**src/rtl/exe_muldiv.sv**
```systemverilog
// exe_muldiv: iterative RV32M/RV64M multiply/divide unit.
// One bit per cycle: shift-add multiply, restoring divide, both on operand
// magnitudes with a final conditional negation. Divide-by-zero and signed
// overflow bypass the iteration and complete on the cycle after the request.
module exe_muldiv #(
    parameter int XLEN  = 32,
    parameter int CNT_W = 6
) (
    input  logic            clk,
    input  logic            rst_n,
    input  logic            start_i,
    input  logic [2:0]      op_i,
    input  logic [XLEN-1:0] op1_i,
    input  logic [XLEN-1:0] op2_i,
    input  logic [4:0]      reg_wr_addr_i,
    input  logic            abort_i,
    output logic            hold_o,
    output logic            ready_o,
    output logic [XLEN-1:0] result_o,
    output logic            reg_wr_en_o,
    output logic [4:0]      reg_wr_addr_o
);

    localparam logic [1:0] S_IDLE = 2'd0;
    localparam logic [1:0] S_CALC = 2'd1;
    localparam logic [1:0] S_DONE = 2'd2;

    localparam logic [XLEN-1:0]  X_ZERO = {XLEN{1'b0}};
    localparam logic [XLEN-1:0]  X_ONES = {XLEN{1'b1}};
    localparam logic [XLEN-1:0]  X_MIN  = {1'b1, {(XLEN-1){1'b0}}};
    localparam logic [XLEN-1:0]  X_ONE  = {{(XLEN-1){1'b0}}, 1'b1};
    localparam logic [2*XLEN-1:0] P_ONE = {{(2*XLEN-1){1'b0}}, 1'b1};
    localparam logic [CNT_W-1:0] CNT_LAST = CNT_W'(XLEN-1);
    localparam logic [CNT_W-1:0] CNT_ONE  = {{(CNT_W-1){1'b0}}, 1'b1};

    logic [1:0]        state_r;
    logic [CNT_W-1:0]  cnt_r;
    logic [2:0]        op_r;
    logic              neg_r;
    logic [XLEN-1:0]   a_r;       // multiplicand or divisor magnitude
    logic [2*XLEN-1:0] prod_r;    // {acc, multiplier} or {remainder, quotient}
    logic [XLEN-1:0]   result_r;
    logic [4:0]        rd_r;

    logic              op1_sgn_s, op2_sgn_s, s1_s, s2_s, neg_s;
    logic [XLEN-1:0]   mag1_s, mag2_s;
    logic              div_zero_s, div_ovf_s, special_s;
    logic [XLEN-1:0]   spec_res_s;

    logic [XLEN:0]     mul_sum_s;
    logic [XLEN:0]     div_shift_s;
    logic [XLEN:0]     div_diff_s;
    logic [2*XLEN-1:0] prod_nxt_s;
    logic [2*XLEN-1:0] prod_sgn_s;
    logic [XLEN-1:0]   div_sel_s;
    logic [XLEN-1:0]   fin_s;

    // Decode the incoming request: signedness, magnitudes, result sign, special cases.
    always_comb begin
        op1_sgn_s = op_i[2] ? ~op_i[0] : (op_i[1:0] != 2'b11);
        op2_sgn_s = op_i[2] ? ~op_i[0] : ~op_i[1];
        s1_s      = op1_sgn_s & op1_i[XLEN-1];
        s2_s      = op2_sgn_s & op2_i[XLEN-1];
        mag1_s    = s1_s ? ((~op1_i) + X_ONE) : op1_i;
        mag2_s    = s2_s ? ((~op2_i) + X_ONE) : op2_i;
        // Remainder follows the dividend; everything else follows the sign product.
        neg_s      = (op_i[2] & op_i[1]) ? s1_s : (s1_s ^ s2_s);
        div_zero_s = op_i[2] & (op2_i == X_ZERO);
        div_ovf_s  = op_i[2] & ~op_i[0] & (op1_i == X_MIN) & (op2_i == X_ONES);
        special_s  = div_zero_s | div_ovf_s;
        if (div_zero_s) begin
            spec_res_s = op_i[1] ? op1_i : X_ONES;
        end else begin
            spec_res_s = op_i[1] ? X_ZERO : op1_i;
        end
    end

    // One iteration step of the shared shift register.
    always_comb begin
        mul_sum_s   = {1'b0, prod_r[2*XLEN-1:XLEN]} + (prod_r[0] ? {1'b0, a_r} : {(XLEN+1){1'b0}});
        div_shift_s = prod_r[2*XLEN-1:XLEN-1];
        div_diff_s  = div_shift_s - {1'b0, a_r};
        if (op_r[2]) begin
            if (!div_diff_s[XLEN]) begin
                prod_nxt_s = {div_diff_s[XLEN-1:0], prod_r[XLEN-2:0], 1'b1};
            end else begin
                prod_nxt_s = {div_shift_s[XLEN-1:0], prod_r[XLEN-2:0], 1'b0};
            end
        end else begin
            prod_nxt_s = {mul_sum_s, prod_r[XLEN-1:1]};
        end
    end

    // Apply the sign and select the architectural result from the final step.
    always_comb begin
        prod_sgn_s = neg_r ? ((~prod_nxt_s) + P_ONE) : prod_nxt_s;
        div_sel_s  = op_r[1] ? prod_nxt_s[2*XLEN-1:XLEN] : prod_nxt_s[XLEN-1:0];
        if (op_r[2]) begin
            fin_s = neg_r ? ((~div_sel_s) + X_ONE) : div_sel_s;
        end else if (op_r[1:0] == 2'b00) begin
            fin_s = prod_sgn_s[XLEN-1:0];
        end else begin
            fin_s = prod_sgn_s[2*XLEN-1:XLEN];
        end
    end

    // Control FSM and datapath registers; abort returns to IDLE from any state.
    always_ff @(posedge clk or negedge rst_n) begin
        if (!rst_n) begin
            state_r  <= S_IDLE;
            cnt_r    <= {CNT_W{1'b0}};
            op_r     <= 3'b000;
            neg_r    <= 1'b0;
            a_r      <= X_ZERO;
            prod_r   <= {(2*XLEN){1'b0}};
            result_r <= X_ZERO;
            rd_r     <= 5'd0;
        end else if (abort_i) begin
            state_r <= S_IDLE;
        end else begin
            case (state_r)
                S_IDLE: begin
                    if (start_i) begin
                        op_r  <= op_i;
                        neg_r <= neg_s;
                        rd_r  <= reg_wr_addr_i;
                        cnt_r <= {CNT_W{1'b0}};
                        a_r   <= op_i[2] ? mag2_s : mag1_s;
                        prod_r <= {X_ZERO, (op_i[2] ? mag1_s : mag2_s)};
                        if (special_s) begin
                            result_r <= spec_res_s;
                            state_r  <= S_DONE;
                        end else begin
                            state_r  <= S_CALC;
                        end
                    end
                end
                S_CALC: begin
                    prod_r <= prod_nxt_s;
                    cnt_r  <= cnt_r + CNT_ONE;
                    if (cnt_r == CNT_LAST) begin
                        result_r <= fin_s;
                        state_r  <= S_DONE;
                    end
                end
                S_DONE: begin
                    state_r <= S_IDLE;
                end
                default: begin
                    state_r <= S_IDLE;
                end
            endcase
        end
    end

    // An abort arriving in DONE must squash the write-back in the same cycle,
    // so the strobe is gated combinationally rather than registered.
    assign ready_o       = (state_r == S_DONE) & ~abort_i;
    assign reg_wr_en_o   = ready_o;
    assign result_o      = ready_o ? result_r : X_ZERO;
    assign reg_wr_addr_o = ready_o ? rd_r : 5'd0;
    assign hold_o        = ((state_r == S_IDLE) & start_i & ~abort_i) | (state_r == S_CALC);

endmodule

```
**config.mk**
```make
export PLATFORM = sky130hd
export DESIGN_NAME = exe_muldiv
export DESIGN_NICKNAME = d
export VERILOG_FILES = /design/src/rtl/exe_muldiv.sv
export SDC_FILE = /design/constraint.sdc
export NUM_CORES = 1
export LEC_CHECK = 0
export BUFFER_PORTS_ARGS = -buffer_cell sky130_fd_sc_hd__buf_2
export CAP_MARGIN = 20
export CORE_ASPECT_RATIO = 1.25
export CORE_MARGIN = 4
export CORE_UTILIZATION = 25
export DETAILED_ROUTE_END_ITERATION = 6
export GPL_ROUTABILITY_DRIVEN = 0
export HOLD_SLACK_MARGIN = 0.08
export SLEW_MARGIN = 15
export SYNTH_ARGS = -nofsm -noshare
export SYNTH_HDL_FRONTEND = slang
export SYNTH_SLANG_ARGS = --single-unit
```
**constraint.sdc**
```tcl
create_clock -name clk -period 17.82 [get_ports clk]
set_input_delay 1.782 -clock clk [delete_from_list [all_inputs] [get_ports clk]]
set_output_delay 1.782 -clock clk [all_outputs]
set_load 0.03 [all_outputs]
```
==> impl_results.md, run 1 <==
- Status: complete, no violations
- Port Buffer Count: 115
- Number of max-cap violations: 0
- Post-CTS setup buffer count: 0
- Global route overflow: 0
- Register share of total power: 16.8%
- Commonest non-fill, non-tap cell in the layout: nand2_1
- Clk pwr share: 9.0%
- CORE AREA: roughly 71000 um^2
- Chip Height: 308.4 um
- Synthesized area: 18050 um^2
- CP Capture Type: register
- Yosys warnings: 0
- Clock slew at reported path FFs: around 70 ps
- CP max stage delay: 510 ps
- Post-Place Cells: ~3500
- Max Slew Vio Count: 0
- DR vias: 20140
- CP Launch Type: register
- Slowest cell on crit path: a211oi_1
- CTS H-tree depth: 4
- Number of global-route vias before repair: 18780
- Achievable Freq: 139.1 MHz
- M2 GR Usage: 31.87%
- GRT Overall Usage: about a fifth
- RSZ-0062 raised after global routing: no
- Sequential share of the synthesized area: between 20% and 30%
- Wire per inst: 22.27 um
- Required @ worst endpoint: 18170 ps
- Combinational group share of total power: 74.2%
- Final Hold Fails: 0
- Drt drc: 0
- TritonCTS clock tree: yes
- Cts-stage hold buffer count: 0
- Crit Path Category: register to register
- Number of vias per cell: between 5 and 6
- Post_cts resized: 0
- Largest net degree at the start of global routing: between 80 and 90
- Pleak: 7.950 nW
- Crit path max fanout: 6
- Fin Setup TNS: 0 ps
- Finished Layout Cells: 3514
- I/O pins: around 120
- Worst Max-Slew Pin Slew: approximately 1200 ps
- Final setup vio count: 0
- Share of layout cells above drive strength 1: 10.24%
- Cells after Synth: about 2600
- First-pass GRT wire length: 117300 um
- HP Class: register to register
- Clk root buf: clkbuf_16
- Initial antenna violation count: 4
- CTS buffer count: 17
- VDD IR-drop max: roughly 86 uV
- Most frequent cells in the layout: nand2_1 (318), o21ai_0 (247), a21oi_1 (240), nor2_1 (240), dfrtp_1 (142)
- Net Sw Frac: 58.75%
- Final ANT Viol Nets: 0
- Die area: 76590 um^2
- Hold slack final: 473.5 ps
- Top FF cell, synth: dfrtp_1
- CTS sink cnt: 145
- Initial DRC Count: 2267
- Post-synthesis async set-or-reset flop share: 100.0%
- Clock skew: between 10 and 15 ps
- Worst-Skew Late Latency: 470 ps
- Most used routing layer: met2
- GR Util met1: 24.47%
- Fin nets: 2704
- Area Overhead vs Synth: 10.95%
- R2R setup slack: 10630 ps
- Clock Path Buffers: 2
- Final HPWL DP: 60850 um
- Sw Pwr: 2.494 mW
- Fin crit period: 7191 ps
- P_int: 1.751 mW
- CP arrival: 7540 ps
- Die Width: 248.3 um
- EDFF count, synth: 0
- Starting density of the core: 25.36%
- Crit path top cell by count: o211ai_1
- Post-Syn Nets: between 2000 and 3000
- Final WL: 78270 um
- Final cycle utilization of the critical path: around two fifths
- Relative slew slack: 22.80%
- Power per cell area: roughly 210 nW/um^2
- Unique cell type count in the Yosys netlist: 92
- First drt pass iteration count: 6
- Syn_area_per_cell: just over 7 um^2
- M3 GR Usage: 3.687%
- Synthesis-stage register bit count: 145
- Row cnt: between 100 and 150
## layout make-up
cell class	count	area, um^2
diodes	2	5.005
clock buffers	17	425.4
clock inverters	15	161.4
fillers	7904	51160
inverters	72	270.3
multi-input cells	2169	13500
flip-flops and latches	145	3635
well taps	943	1180
repair buffers	151	852.1
## state kept, by name (all words and copies together), names as in the netlist
signal and count:
prod_r 64, a_r 32, result_r 32, cnt_r 6
rd_r 5, op_r 3, state_r 2, neg_r 1
## per-layer routing
layer	vias up	routed length (um)
met5	-	44
met4	6	6103
met3	264	6607
met2	1119	35260
met1	9428	30250
li1	9318	-
## final timing paths
| path | from | end | depth (start not counted) |
|---|---|---|---|
| worst min register to register | rd_r[1]$_DFFE_PN0P_ | rd_r[1]$_DFFE_PN0P_ | 2 |
| worst min-delay path | rd_r[1]$_DFFE_PN0P_ | rd_r[1]$_DFFE_PN0P_ | 2 |
| min in group asynchronous | rst_n | prod_r[3]$_DFFE_PN0P_ | 1 |
| worst max-delay path | prod_r[31]$_DFFE_PN0P_ | result_r[26]$_DFFE_PN0P_ | 25 |
| worst max register to register | prod_r[31]$_DFFE_PN0P_ | result_r[26]$_DFFE_PN0P_ | 25 |
| max in group asynchronous | rst_n | op_r[1]$_DFFE_PN0P_ | 2 |
## power by group through the flow
stage / registers (mW) / clock network (mW) / logic (mW)
after floorplan: 0.566 / 0 / 2.25
after global placement: 0.700 / 0 / 3.02
after detailed placement: 0.703 / 0 / 3.03
after CTS: 0.697 / 0.384 / 3.05
after global routing: 0.729 / 0.395 / 3.39
final: 0.714 / 0.381 / 3.15
## cells in the mapped netlist, types with 59 or more instances
cell	instances	area [um^2]
a21oi_1	240	1201
and2_1	95	594.3
clkbuf_1	131	491.7
dfrtp_1	145	3628
ha_1	70	875.8
inv_1	69	259.0
mux2i_1	59	590.6
nand2_1	318	1194
nand3_1	68	340.3
nor2_1	242	908.4
nor3_1	66	330.3
o21ai_0	247	1236
xnor2_1	93	814.5
xor2_1	73	639.4
## cell families (layout without fill, tap and decap cells)
family / count (synthesis) / in the layout / synth area share (%)
mux: 83 / 83 / 4.894
flops: 145 / 145 / 20.10
xor+xnor: 166 / 166 / 8.054
buf+inv: 243 / 255 / 5.462
other cells: 0 / 2 / 0
simple gates: 989 / 989 / 26.37
compound gates: 859 / 859 / 30.05
fa+ha+maj: 72 / 72 / 5.074
## per-stage QoR
stage / utilization, % / area, um^2 / setup slack [ps] / total power [mW]
after floorplan: - / 18050 / 12010 / 2.813
after global placement: 27.29 / 19430 / 10830 / 3.722
after CTS: 28.12 / 20020 / 10800 / 4.130
final: 28.13 / 20030 / 10630 / 4.246
after detailed placement: 27.29 / 19430 / 10790 / 3.731
after global routing: 28.13 / 20020 / 10190 / 4.515
## critical path: cells and delay by family, from the launching register on
family | cells | cell delay (ps)
muxes | 1 | 360
and+or+nand+nor | 9 | 2430
DFF | 1 | 440
AOI/OAI and AO/OA | 9 | 2570
adders and majority gates | 3 | 880
buffers and inverters | 3 | 390
(Power assumes the default switching activity.)
==> inputs of run 2 (changes only) <==
==> constraint.sdc (replaced) <==
create_clock -name clk -period 7.22 [get_ports clk]
set_input_delay 0.722 -clock clk [delete_from_list [all_inputs] [get_ports clk]]
set_output_delay 0.722 -clock clk [all_outputs]
set_load 0.03 [all_outputs]
==> run 2 against run 1 <==
The run now ends with design-rule violations left. Worst setup slack worse by 10000 ps. Core utilization up 0.19 points. Die area unchanged. Sequential share of layout area down 0.12 points. Via count up 1.2%. Register-to-register slack worse by 10000 ps. Non-clock buffer count up 17. Wire length up 0.97%. Clock-buffer cell count up 1. Global-route usage up 0.14 points. First-iteration DRC count down 6.7%. Combinational power up 150%. Highest routed layer is now met4.
==> impl_results.md, run 2 (synthesis gave the netlist of run 1 again) <==
- Die area: 76590 um^2 (unchanged)
- Worst-Skew Late Latency: 460 ps (about the same)
- First drt pass iteration count: 7 (+1)
- CP max stage delay: 470 ps (-40 ps)
- Chip Height: 308.4 um (unchanged)
- Final Hold Fails: 0 (unchanged)
- Commonest non-fill, non-tap cell in the layout: nand2_1
- Final ANT Viol Nets: 0 (unchanged)
- HP Class: input port to asynchronous set/reset pin
- DR vias: 20380 (+1.2%)
- Slowest cell on crit path: a211oi_1
- Fin crit period: 6884 ps (-306.9 ps)
- Wire per inst: 22.39 um (+0.51%)
- Largest registers: prod_r (64), a_r (32), result_r (32)
- Largest net degree at the start of global routing: 107 (+24%)
- Number of max-cap violations: 0 (unchanged)
- Power per cell area: 517.4 nW/um^2 (+140%)
- CORE AREA: 71190 um^2 (unchanged)
- Achievable Freq: 145.3 MHz (+4.5%)
- First-pass GRT wire length: 118600 um (+1.1%)
- Clk root buf: clkbuf_16
- Die Width: 248.3 um (unchanged)
- Relative slew slack: 20.56% (-2.2 points)
- Clock slew at reported path FFs: 70 ps (about the same)
- Share of layout cells above drive strength 1: 10.79% (+0.55 points)
- Max FFs per register: 64 (unchanged)
- RSZ-0062 raised after global routing: no
- CP arrival: 7220 ps (-320 ps)
- Clock skew: 9.083 ps (-2.978 ps)
- Cts-stage hold buffer count: 0 (unchanged)
- VDD IR-drop max: 179.9 uV (+110%)
- CP Capture Type: register
- Row cnt: 109 (unchanged)
- Most frequent cells in the layout: nand2_1 (318), o21ai_0 (247), a21oi_1 (240), nor2_1 (240), dfrtp_1 (142)
- Fin nets: 2721 (+0.63%)
- Worst Max-Slew Pin Slew: 1186 ps (+31.25 ps)
- Post-CTS setup buffer count: 0 (unchanged)
- Reg2reg end: result_r[26]$_DFFE_PN0P_
- Clock Path Buffers: 2 (unchanged)
- Final WL: 79030 um (+0.97%)
- CTS buffer count: 17 (unchanged)
- Number of vias per cell: 5.774 (+0.77%)
- Place WS: 534.5 ps (-10250 ps)
- TritonCTS clock tree: yes
- Crit Path Category: register to register
- Starting density of the core: 25.36% (unchanged)
- Final setup vio count: 0 (unchanged)
- I/O pins: 116 (unchanged)
- GRT Overall Usage: 20.05% (+0.14 points)
- Required @ worst endpoint: 7550 ps (-10620 ps)
- Port Buffer Count: 115 (unchanged)
- Initial DRC Count: 2116 (-6.7%)
- CP Launch Type: register
- CTS sink cnt: 145 (unchanged)
- Final cycle utilization of the critical path: 95.35% (+55 points)
- FF-to-FF path depth: 26 (+4.0%)
- Drt drc: 4 (+4)
- Final HPWL DP: 61850 um (+1.6%)
- Max Slew Vio Count: 0 (unchanged)
- Number of global-route vias before repair: 19130 (+1.8%)
- # fillers: 7943 (+0.49%)
- Fin Setup TNS: 0 ps (unchanged)
- Area Overhead vs Synth: 11.71%
- Final WS setup: 335.8 ps (-10290 ps)
- R2R setup slack: 340 ps (-10290 ps)
- RR Startpoint: prod_r[31]$_DFFE_PN0P_
- Violated checks: design-rule violations
- Initial antenna violation count: 2 (-2)
- Crit path top cell by count: o211ai_1
- Reg with most FFs: prod_r
- CTS H-tree depth: 4 (unchanged)
- Crit path max fanout: 6 (unchanged)
- Post_cts resized: 0 (unchanged)
- Global route overflow: 0 (unchanged)
- Status: complete, but fails checks
- Pleak: 8.028 nW (+0.98%)
-- run 2: per-stage QoR --
step | instance area, um^2 | std cells | total power [mW] | hold WS [ps] | util, %
final | 20170 | 3530 | 10.43 | 292.6 | 28.33
after global routing | 20160 | 3529 | 11.07 | 368.6 | 28.32
after CTS | 20160 | 3529 | 10.17 | 394.1 | 28.32
after detailed placement | 19570 | 3497 | 9.180 | 458.7 | 27.49
after global placement | 19560 | 3497 | 9.176 | 451.8 | 27.48
after floorplan | 18050 | 2557 | 6.944 | 426.4 | -
-- run 2: where the power goes --
group | total, mW | internal (mW) | switching, mW | leakage [nW]
Sequential | 1.68 | 1.16 | 0.520 | 1.84
Combinational | 7.80 | 2.70 | 5.10 | 5.91
Clock | 0.947 | 0.522 | 0.425 | 0.276
-- run 2: worst max-delay path, delay by kind of cell (launching register included) --
family                     cells  cell delay [ps]
AOI/OAI and AO/OA              9             2340
and+or+nand+nor                9             2250
DFF                            1              440
adders and majority gates      3              810
buffers and inverters          4              530
muxes                          1              360
-- run 2: per-layer routing --
layer	vias up	track usage, %	part of all wire (%)
met3	251	3.043	8.9
met5	-	0	0
met2	1084	32.02	45
li1	9374	-	-
met1	9673	25.41	39
met4	0	12.18	7.1
-- run 2: cell type report --
type	count	area [um^2]	area share, %
diodes	1	2.502	0.01241
clock buffers	18	439.2	2.178
clock inverters	14	155.1	0.7694
inverters	72	270.3	1.340
multi-input cells	2169	13490	66.90
flip-flops and latches	145	3635	18.02
well taps	943	1180	5.851
repair buffers	168	992.2	4.920
-- run 2: how the worst max path moves through the flow --
stage / startpoint / endpoint / slack (ps) / cells past startpoint
2_1_floorplan: prod_r[31]$_DFFE_PN0P_ / result_r[26]$_DFFE_PN0P_ / 1410 / 26
6_report: prod_r[31]$_DFFE_PN0P_ / result_r[26]$_DFFE_PN0P_ / 340 / 26
3_3_place_gp: prod_r[31]$_DFFE_PN0P_ / result_r[26]$_DFFE_PN0P_ / 790 / 26
3_5_place_dp: prod_r[31]$_DFFE_PN0P_ / result_r[26]$_DFFE_PN0P_ / 530 / 26
5_1_grt: prod_r[31]$_DFFE_PN0P_ / result_r[26]$_DFFE_PN0P_ / 50 / 26
4_1_cts: prod_r[31]$_DFFE_PN0P_ / result_r[26]$_DFFE_PN0P_ / 470 / 26
